$ cat src/rtl/load_store_unit.sv
// Data-memory initiator for the MIPS datapath: one request at a time, sub-word
// stores as read-modify-write, sub-word loads extracted and extended.
module load_store_unit #(
  parameter int unsigned WORD_ADDR_BITS = 10
) (
  input  logic        clock,
  input  logic        reset,
  input  logic        reqValid,
  output logic        reqReady,
  input  logic        reqWrite,
  input  logic [1:0]  reqSize,
  input  logic        reqSigned,
  input  logic [31:0] reqAddress,
  input  logic [31:0] reqData,
  output logic        respValid,
  output logic [31:0] respData,
  output logic        respError,
  output logic [31:0] memAddress,
  output logic        memReadEnable,
  output logic        memWriteEnable,
  output logic [31:0] memWriteData,
  input  logic [31:0] memReadData
);

  localparam int unsigned DATA_W = 32;
  localparam int unsigned IDX_LO = 2;
  localparam int unsigned IDX_HI = WORD_ADDR_BITS + 1;

  localparam logic [1:0] SZ_BYTE = 2'b00;
  localparam logic [1:0] SZ_HALF = 2'b01;
  localparam logic [1:0] SZ_WORD = 2'b10;

  typedef enum logic [2:0] {
    IDLE    = 3'd0,
    READ    = 3'd1,
    CAPTURE = 3'd2,
    WRITE   = 3'd3,
    RESP    = 3'd4
  } state_t;

  state_t state, state_next;

  logic              wr_q;
  logic [1:0]        size_q;
  logic              sgn_q;
  logic [1:0]        lane_q;
  logic [15:0]       data_q;

  logic              accept;
  logic              misaligned_c;
  logic              word_store_c;
  logic [DATA_W-1:0] load_c;
  logic [DATA_W-1:0] merge_c;

  // Lane select and sign/zero extension of a loaded word
  function automatic logic [DATA_W-1:0] load_extract(
    input logic [DATA_W-1:0] w,
    input logic [1:0]        sz,
    input logic [1:0]        lane,
    input logic              sgn
  );
    logic [7:0]  b;
    logic [15:0] h;
    b = w[{lane, 3'b000} +: 8];
    h = w[{lane[1], 4'b0000} +: 16];
    case (sz)
      SZ_BYTE: load_extract = {{24{sgn & b[7]}}, b};
      SZ_HALF: load_extract = {{16{sgn & h[15]}}, h};
      default: load_extract = w;
    endcase
  endfunction

  // Insert the new byte/halfword into the word read back from memory
  function automatic logic [DATA_W-1:0] store_merge(
    input logic [DATA_W-1:0] w,
    input logic [1:0]        sz,
    input logic [1:0]        lane,
    input logic [15:0]       d
  );
    logic [DATA_W-1:0] r;
    r = w;
    if (sz == SZ_BYTE) r[{lane, 3'b000} +: 8] = d[7:0];
    else               r[{lane[1], 4'b0000} +: 16] = d;
    store_merge = r;
  endfunction

  assign misaligned_c = (reqSize == 2'b11) ||
                        ((reqSize == SZ_HALF) && reqAddress[0]) ||
                        ((reqSize == SZ_WORD) && (reqAddress[1:0] != 2'b00));
  assign word_store_c = reqWrite && (reqSize == SZ_WORD);
  assign load_c       = load_extract(memReadData, size_q, lane_q, sgn_q);
  assign merge_c      = store_merge(memReadData, size_q, lane_q, data_q);

  // Ready must rise as soon as reset releases, so it follows the state directly
  assign reqReady = (state == IDLE) && !reset;

  always_comb begin
    state_next = state;
    accept     = 1'b0;
    case (state)
      IDLE: begin
        if (reqValid) begin
          accept = 1'b1;
          if (misaligned_c)      state_next = RESP;
          else if (word_store_c) state_next = WRITE;
          else                   state_next = READ;
        end
      end
      READ:    state_next = CAPTURE;
      CAPTURE: state_next = wr_q ? WRITE : RESP;
      WRITE:   state_next = RESP;
      RESP:    state_next = IDLE;
      default: state_next = IDLE;
    endcase
  end

  // Strobes and response are registered from the next state
  always_ff @(posedge clock or posedge reset) begin
    if (reset) begin
      state          <= IDLE;
      memReadEnable  <= 1'b0;
      memWriteEnable <= 1'b0;
      memAddress     <= '0;
      memWriteData   <= '0;
      respValid      <= 1'b0;
      respError      <= 1'b0;
      respData       <= '0;
      wr_q           <= 1'b0;
      size_q         <= 2'b00;
      sgn_q          <= 1'b0;
      lane_q         <= 2'b00;
      data_q         <= '0;
    end else begin
      state          <= state_next;
      memReadEnable  <= (state_next == READ);
      memWriteEnable <= (state_next == WRITE);
      respValid      <= (state_next == RESP);
      respError      <= accept && misaligned_c;
      respData       <= ((state == CAPTURE) && !wr_q) ? load_c : '0;
      if (accept) begin
        wr_q   <= reqWrite;
        size_q <= reqSize;
        sgn_q  <= reqSigned;
        lane_q <= reqAddress[1:0];
        data_q <= reqData[15:0];
        if (!misaligned_c) begin
          memAddress <= {reqAddress[31:IDX_HI+1], reqAddress[IDX_HI:IDX_LO], 2'b00};
          if (word_store_c) memWriteData <= reqData;
        end
      end
      if ((state == CAPTURE) && wr_q) memWriteData <= merge_c;
    end
  end

endmodule

$ cat config.mk
export PLATFORM = sky130hd
export DESIGN_NAME = load_store_unit
export DESIGN_NICKNAME = d
export VERILOG_FILES = /design/src/rtl/load_store_unit.sv
export SDC_FILE = /design/constraint.sdc
export NUM_CORES = 1
export LEC_CHECK = 0
export BUFFER_PORTS_ARGS = -buffer_cell sky130_fd_sc_hd__buf_2
export CAP_MARGIN = 20
export CORE_ASPECT_RATIO = 0.75
export CORE_UTILIZATION = 45
export DETAILED_ROUTE_END_ITERATION = 16
export GPL_ROUTABILITY_DRIVEN = 1
export GPL_TIMING_DRIVEN = 0
export PLACE_DENSITY = 0.8
export SLEW_MARGIN = 10
export SYNTH_ARGS = -nofsm -noshare
export SYNTH_HDL_FRONTEND = slang
export SYNTH_SLANG_ARGS = --single-unit
$ cat constraint.sdc
create_clock -name clock -period 3.9 [get_ports clock]
set_input_delay 0.78 -clock clock [delete_from_list [all_inputs] [get_ports clock]]
set_output_delay 0.78 -clock clock [all_outputs]
set_load 0.02 [all_outputs]
==> flow_summary_export.csv <==
group,metric,value,unit
run_status,outcome,"complete, no violations",
clock_network,cts_max_level,4,
critical_path,cp.arrival,2780,ps
layout,fin_nets,853,
die,ios,204,
logic_synthesis,ys_seq_elements,123,
routing,drt_wl_total,18.90,mm
critical_path,path_max_fanout,10,
power,irDropWorstVdd,0.3751,mV
die,core_area,0.01297,mm2
global_routing,grt_antenna_before_repair,0,
clock_network,cts_root_buf,"clkbuf_16",
min_path,hp-class,"input pin to asynchronous set/reset pin",
routing,route.detailed.drc,0,
layout,layout-drive-gt1-share,42.14,%
logic_synthesis,async_flop_share,100.0,%
clock_network,post-cts-setup-buffer-count,0,
logic_synthesis,synthCells,521,
critical_path,worstSetupStartpointType,"register",
timing,setup_viol,0,
clock_network,clk_pin_slew,50,ps
die,rows,36,
global_routing,track_usage,27.91,%
logic_synthesis,synth-seq-area-share,51.66,%
clock_network,cts_tree,"built",
routing,drt-initial-drc-count,570,
layout,area_growth_syn_to_layout,31.77,%
routing,routedWlPerCell,20.37,um
layout,mostFrequentLayoutCells,"221 x buf_2, 123 x dfrtp_1, 53 x nand3_1, 50 x mux2_2, 48 x nand2_1",
global_routing,grt_max_degree,44,
logic_synthesis,post_synth_num_cell_types,44,
global_routing,grt_pass1_wl,28.27,mm
critical_path,cp.required,4200,ps
timing,period_share,63.76,%
placement,globalplace.congestion,0.9602,
flow_run,max_cap_viol_count,0,
logic_synthesis,synth_edf_count,0,
timing,fmaxAchievable,402.1,MHz
timing,hold_ws,350.9,ps
die,start_util,45.93,%
logic_synthesis,syn_avg_cell_area,11.44,um2
routing,vias,5433,
timing,hold_viol_final,0,
global_routing,grt_pass1_vias,5112,
timing,slew_headroom,59.89,%
critical_path,critical_path_class,"register to register",
power,p_leak,4.029,nW
power,power_density,840.7,mW/mm2
global_routing,grt_overflow,0,
timing,tns,0,ps
routing,vias_per_cell,5.855,
clock_network,cts_inserted_buffers,17,
clock_network,clock-sinks,123,
timing,rsz0062_at_grt,"false",
logic_synthesis,synth_top_flop_cell,"dfrtp_1",
placement,port_buffers,201,
timing,tightest_slew,599.4,ps
timing,period_needed,2487,ps
timing,drv_slew,0,
logic_synthesis,synth_area,0.005958,mm2
routing,antenna_left,0,
logic_synthesis,synth_warnings,0,
layout,layout_commonest_cell,"buf_2",
die,dieArea,0.01371,mm2
timing,skew,6.815,ps
clock_network,post_cts_resized,0,
die,die_x,134.9,um
layout,antenna_cells,0,
die,die_h,101.7,um
clock_network,cts_hold_buf,0,
routing,drtPass1Iterations,8,
clock_network,insertion_delay,410,ps
clock_network,cts_buffer_depth,2,
critical_path,worstSetupEndpointType,"register",
placement,dp_hpwl,14.24,mm
[logic make-up (layout without fill, tap and decap cells)]
family / count (synthesis) / count (layout) / synth area share [%]
AOI/OAI and AO/OA: 116 / 116 / 16.15
adders and majority gates: 5 / 5 / 1.050
buffers and inverters: 57 / 292 / 4.326
DFF: 123 / 123 / 51.66
muxes: 81 / 81 / 14.70
other: 1 / 2 / 0.06294
and+or+nand+nor: 138 / 138 / 12.05
[worst max-delay path: stages, from the launching register on]
cell and delay (ps):
dfrtp_1 420, buf_2 280, inv_1 160, ha_1 360, and4bb_2 290, mux2_2 320
a221o_1 400, o221a_1 130
[synth_stat cells (2+ instances only)]
cell | number | share of area, %
a221o_1 | 6 | 1.0
a222oi_1 | 7 | 1.2
buf_4 | 5 | 0.63
o21ai_0 | 16 | 1.3
nand3_1 | 53 | 4.5
nand2_1 | 48 | 3.0
nor4b_4 | 2 | 0.80
mux2_1 | 2 | 0.38
ha_1 | 5 | 1.0
o221a_1 | 3 | 0.57
o221a_2 | 3 | 0.57
nor2_1 | 16 | 1.0
mux2_2 | 50 | 9.4
nor2b_1 | 3 | 0.32
buf_2 | 20 | 1.7
clkbuf_1 | 13 | 0.82
a221oi_1 | 34 | 5.0
dfrtp_1 | 123 | 52
a21o_1 | 16 | 2.0
mux2i_1 | 29 | 4.9
nand2b_1 | 2 | 0.21
inv_1 | 18 | 1.1
a211o_1 | 26 | 3.8
[power by group]
part,switching (W),internal (W)
clock network,0.000538,0.00107
registers,0.000384,0.00178
logic,0.00171,0.00113
total,0.00263,0.00397
[path summary, 6_finish.rpt]
path                       cells past startpoint  slack [ps]          start               to
max                                            7        1410      lane_q[1]  memWriteData[2]
min                                            2         350          reset    memAddress[8]
max reg2reg                                    7        1410      lane_q[1]  memWriteData[2]
min reg2reg                                    1         490  memAddress[3]    memAddress[3]
max in group asynchronous                      4        2800          reset     respData[28]
min in group clock                             1         490  memAddress[3]    memAddress[3]
[area by class of cell]
type / count / area [um2]
Tap cell: 171 / 214.0
Timing Repair Buffer: 204 / 1066
Clock buffer: 25 / 495.5
Sequential cell: 123 / 3078
Multi-Input combinational cell: 342 / 2626
Fill cell: 1105 / 5121
Inverter: 18 / 71.32
Clock inverter: 6 / 110.1
Buffer: 39 / 190.2
[registers in the layout (all words and copies together), names as in the netlist, 2 cells and up]
name	cells
data_q	16
lane_q	2
size_q	2
memWriteData	32
respData	32
memAddress	30
state	3
[per-stage QoR]
| step | area [um2] | instances | total power [W] | setup slack [ps] | utilization, % |
|---|---|---|---|---|---|
| 2_1_floorplan | 5966 | 522 | 0.004026 | 1609 | - |
| 3_3_place_gp | 7186 | 894 | 0.004835 | 954.9 | 55.39 |
| 3_5_place_dp | 7246 | 897 | 0.004953 | 1479 | 55.85 |
| 4_1_cts | 7851 | 928 | 0.006590 | 1439 | 60.52 |
| 5_1_grt | 7851 | 928 | 0.006949 | 1310 | 60.52 |
| 6_report | 7851 | 928 | 0.006600 | 1413 | 60.52 |
[layer usage]
| layer | track usage, % | wire, um |
|---|---|---|
| met2 | 42.03 | 8583 |
| met1 | 38.62 | 8178 |
| met4 | 9.334 | 322 |
| met5 | 0 | 0 |
| met3 | 8.158 | 1816 |
Note: power is estimated with default switching activity, not from simulation.
